`src/rtl/div_iter_unit.sv`:
```
// div_iter_unit: iterative restoring divider for DIV/DIVU in the Execute stage.
//
// It takes one cycle to capture the operands and then WIDTH cycles to iterate.
// While the divide is in flight it holds the pipeline through stall_req. It then
// releases the stall for exactly one cycle, with done high and the results valid.
//
// state | meaning
// ------+---------------------------------------------------------------
// IDLE  | waiting for start; operands captured on start & ~flush
// DIV   | one shift/trial-subtract per cycle, WIDTH iterations
// DONE  | results visible, stall released, done pulse (one cycle)
//
// Ports:
//   clk        system clock, rising edge
//   resetn     asynchronous active-low reset
//   start      level, high while a divide sits in EX (held during stall)
//   signed_div 1 = DIV (two's complement), 0 = DIVU; sampled with start
//   a, b       dividend / divisor
//   flush      abort the current operation
//   stall_req  freeze F/D/E while high
//   done       one-cycle pulse, quotient/remainder valid
//   quotient   result to LO
//   remainder  result to HI

module div_iter_unit #(
    parameter int WIDTH = 32
) (
    input  logic             clk,
    input  logic             resetn,
    input  logic             start,
    input  logic             signed_div,
    input  logic [WIDTH-1:0] a,
    input  logic [WIDTH-1:0] b,
    input  logic             flush,
    output logic             stall_req,
    output logic             done,
    output logic [WIDTH-1:0] quotient,
    output logic [WIDTH-1:0] remainder
);

    localparam int CNT_W = $clog2(WIDTH) + 1;

    typedef enum logic [1:0] {
        IDLE = 2'd0,
        DIV  = 2'd1,
        DONE = 2'd2
    } state_t;

    state_t           state;
    logic [CNT_W-1:0] count;
    logic [WIDTH-1:0] divisorMag;
    logic [WIDTH-1:0] quoReg;
    logic [WIDTH-1:0] remReg;
    logic             quoNeg;
    logic             remNeg;
    logic             doneReg;

    logic             aNeg;
    logic             bNeg;
    logic [WIDTH-1:0] aMag;
    logic [WIDTH-1:0] bMag;
    logic [WIDTH:0]   partial;
    logic [WIDTH-1:0] diff;
    logic             noBorrow;
    logic [WIDTH-1:0] nextRem;
    logic [WIDTH-1:0] nextQuo;

    always_comb begin
        aNeg = signed_div & a[WIDTH-1];
        bNeg = signed_div & b[WIDTH-1];
        aMag = aNeg ? -a : a;
        bMag = bNeg ? -b : b;

        // The partial remainder is always below the divisor, so the shifted value fits
        // in WIDTH+1 bits. When there is no borrow, the low WIDTH bits of the modular
        // difference are the true difference.
        partial  = {remReg, quoReg[WIDTH-1]};
        noBorrow = (partial >= {1'b0, divisorMag});
        diff     = partial[WIDTH-1:0] - divisorMag;
        nextRem  = noBorrow ? diff : partial[WIDTH-1:0];
        nextQuo  = {quoReg[WIDTH-2:0], noBorrow};
    end

    // The stall must rise in the same cycle as start, so it cannot wait for a register.
    assign stall_req = resetn & ~flush & (((state == IDLE) & start) | (state == DIV));
    assign done      = doneReg & ~flush;

    always_ff @(posedge clk or negedge resetn) begin
        if (!resetn) begin
            state      <= IDLE;
            count      <= '0;
            divisorMag <= '0;
            quoReg     <= '0;
            remReg     <= '0;
            quoNeg     <= 1'b0;
            remNeg     <= 1'b0;
            doneReg    <= 1'b0;
            quotient   <= '0;
            remainder  <= '0;
        end else begin
            doneReg <= 1'b0;
            if (flush) begin
                state <= IDLE;
            end else begin
                case (state)
                    IDLE: begin
                        if (start) begin
                            quoNeg     <= aNeg ^ bNeg;
                            remNeg     <= aNeg;
                            divisorMag <= bMag;
                            quoReg     <= aMag;
                            remReg     <= '0;
                            count      <= '0;
                            if (b == '0) begin
                                // Divide by zero: fixed result, the remainder is the raw dividend.
                                quotient  <= '1;
                                remainder <= a;
                                doneReg   <= 1'b1;
                                state     <= DONE;
                            end else begin
                                state <= DIV;
                            end
                        end
                    end
                    DIV: begin
                        remReg <= nextRem;
                        quoReg <= nextQuo;
                        count  <= count + 1'b1;
                        if (count == CNT_W'(WIDTH - 1)) begin
                            quotient  <= quoNeg ? -nextQuo : nextQuo;
                            remainder <= remNeg ? -nextRem : nextRem;
                            doneReg   <= 1'b1;
                            state     <= DONE;
                        end
                    end
                    DONE: begin
                        // start is still high here for the same instruction leaving EX.
                        state <= IDLE;
                    end
                    default: state <= IDLE;
                endcase
            end
        end
    end

endmodule

```
`config.mk`:
```
export PLATFORM = sky130hd
export DESIGN_NAME = div_iter_unit
export DESIGN_NICKNAME = d
export VERILOG_FILES = /design/src/rtl/div_iter_unit.sv
export SDC_FILE = /design/constraint.sdc
export NUM_CORES = 1
export LEC_CHECK = 0
export ABC_AREA = 1
export CAP_MARGIN = 20
export CELL_PAD_IN_SITES_DETAIL_PLACEMENT = 2
export CELL_PAD_IN_SITES_GLOBAL_PLACEMENT = 2
export CORE_MARGIN = 5
export CORE_UTILIZATION = 35
export CTS_CLUSTER_SIZE = 28
export DETAILED_ROUTE_END_ITERATION = 12
export MAX_ROUTING_LAYER = met4
export PLACE_DENSITY_LB_ADDON = 0.25
export SLEW_MARGIN = 20
export SYNTH_ARGS = -nofsm -noshare
export SYNTH_HDL_FRONTEND = slang
export SYNTH_SLANG_ARGS = --single-unit
```
`constraint.sdc`:
```
create_clock -name clk -period 10.94 [get_ports clk]
set_input_delay 3.282 -clock clk [delete_from_list [all_inputs] [get_ports clk]]
set_output_delay 3.282 -clock clk [all_outputs]
set_load 0.05 [all_outputs]
```
==> impl_metrics.json <==
{
  "dpl-instance-area_um2": 15100,
  "num_rows": 71,
  "stdcell_area_um2": 15700,
  "clock_latency_ns": 0.48,
  "maxSlewViolCount": 0,
  "ys.flop_type": "dfrtp_1",
  "synth_cells": 2033,
  "antenna_found_initial": 0,
  "synth_area_leaders": "dfrtp_1 32%, nand2_1 16%, inv_1 7.9%",
  "worst_slew_pin_slew_ns": 1.10,
  "ctsHoldBuffers": 0,
  "syn2layout_area_growth_pct": 16.5,
  "postLayoutCoreUtil_pct": 41.4,
  "cp-end-kind": "output pin",
  "setup_viol": 0,
  "grt_max_degree": 96,
  "slew_headroom_pct": 26.7,
  "drtPass1Iterations": 5,
  "drt_iter0_markers": 812,
  "rsz0062_at_grt": "no",
  "fin_nets": 2233,
  "yosys.area.top_type": "dfrtp_1",
  "grt_pass1_wl_mm": 93.1,
  "cts_htree_levels": 4,
  "port_buffers": 134,
  "ios": 135,
  "cts_made_buffers": 17,
  "p_leak_nw": 7.60,
  "num_vias": 14700,
  "syn_avg_cell_area_um2": 6.62,
  "status": "completed",
  "clk_pin_slew_ns": 0.06,
  "synth_top_area_share_pct": 31.8,
  "start_kind": "primary input",
  "timing.final.crit_share_pct": 76.4,
  "grt_pass1_vias": 15900,
  "hold_violations": 0,
  "holdWs_ns": 0.487,
  "drv_cap": 0,
  "cts_resized": 0,
  "period_minus_slack_ns": 8.36,
  "yosysMostFrequentCell": "nand2_1",
  "synth_common_cells": "561 x nand2_1, 282 x inv_1, 187 x nor2_1",
  "p_per_area_nw_per_um2": 344,
  "synth_nets": 2140,
  "post_cts_buffers": 0,
  "ys_seq_elements": 171,
  "numPlacedInstances": 2618,
  "diodes": 0,
  "finalWorstSetupSlack_ns": 2.58,
  "worst_ep_required_time_ns": 7.66,
  "path_class": "primary input to output pin",
  "die_height_um": 206,
  "synth_edf_count": 0,
  "tns_ns": 0,
  "final_cells": 2650,
  "core_area_um2": 37800,
  "cts_tree": "done",
  "drc": 0,
  "fin_skew_ns": 0.0197,
  "routed_wl_mm": 60.2,
  "async_flop_share_pct": 100,
  "place_hpwl_mm": 46.7,
  "antenna_left": 0,
  "hold_class": "flop to flop",
  "crit_path_max_fanout": 3,
  "viasPerCell": 5.55,
  "fmax_mhz": 120,
  "place.gp.congestion": 0.932,
  "finalPower_mw": 5.38,
  "initial_core_util_pct": 35.5,
  "drive_gt1_share_pct": 6.31,
  "wl_per_cell_um": 22.7,
  "grt_usage_pct": 29.3,
  "preCtsSetupSlack_ns": 2.61,
  "clockBufferDepth": 2,
  "die-area_um2": 42400,
  "die_x_um": 206,
  "grt_overflow": 0,
  "cts-root-buf": "clkbuf_16",
  "cts_sinks": 171,
  "vdd_drop_max_uv": 163,
  "cp.arrival_ns": 5.08,
  "ys_seq_area_share_pct": 31.8,
  "yosysWarnings": 0,
  "synth_cell_types": 55,
  "synth_area_um2": 13400
}
## registers in the layout, indices dropped and copies added, names as in the netlist
signal,count
divisorMag,32
quoReg,32
quotient,32
remReg,32
remainder,32
count,6
state,2
doneReg,1
quoNeg,1
remNeg,1
## critical path, stage by stage
cell and delay, ns:
clkdlybuf4s50_1 0.48, inv_1 0.06, nor2_1 0.22, nor2_1 0.09, nor2_1 0.13, clkdlybuf4s50_1 0.82
## power breakdown
| part | internal (mW) | leakage (nW) | switching (mW) |
|---|---|---|---|
| combinational | 1.02 | 5.16 | 2.76 |
| sequential | 0.804 | 2.17 | 0.185 |
| clock | 0.299 | 0.271 | 0.314 |
## placed cells by master (no fill, tap or decap), types with 19 or more instances in the layout
cell             Yosys  layout
nand2_1            561     560
inv_1              282     282
nor2_1             187     185
dfrtp_1            171     171
o21ai_0            152     152
clkdlybuf4s50_1      0     133
nand3_1            132     132
a21oi_1             87      87
nor3_1              45      45
xor2_1              38      38
ha_1                37      37
nand2_2             30      30
nand4_1             23      23
a31oi_1             23      23
o22ai_1             20      20
o211ai_1            19      19
## worst paths after layout
| kind | from | to | slack (ns) | cells after the start |
|---|---|---|---|---|
| worst max-delay path | start | stall_req | 2.58 | 6 |
| worst min-delay path | remainder[23] | remainder[23] | 0.49 | 2 |
| worst max register to register | divisorMag[18] | quotient[30] | 5.28 | 28 |
| worst min register to register | remainder[23] | remainder[23] | 0.49 | 2 |
| max in group asynchronous | resetn | remReg[18] | 6.77 | 2 |
| min in group asynchronous | resetn | divisorMag[13] | 2.79 | 1 |
## layer usage
layer / track usage (%) / up-vias / share of wire [%] / wire length (um)
li1: - / 6785 / - / -
met1: 39.6 / 7489 / 47 / 28000
met2: 46.5 / 343 / 47 / 28300
met3: 4.22 / 82 / 4.3 / 2560
met4: 7.34 / 0 / 2.3 / 1370
met5: - / - / 0 / 0
## cell type report
type	instances	area, um^2
clock buffers	17	425
clock inverters	15	133
fillers	4677	22200
inverters	289	1080
multi-input cells	1500	7660
flip-flops and latches	171	4280
well taps	511	639
repair buffers	147	1440
## cell families after synthesis
group	after synthesis	share of synthesized area, %
compound gates	372	16.0
xor+xnor	54	3.52
fa+ha+maj	38	3.59
buf+inv	362	11.4
flops	171	31.8
simple gates	1036	33.7
Note: power is estimated with default switching activity, not from simulation.
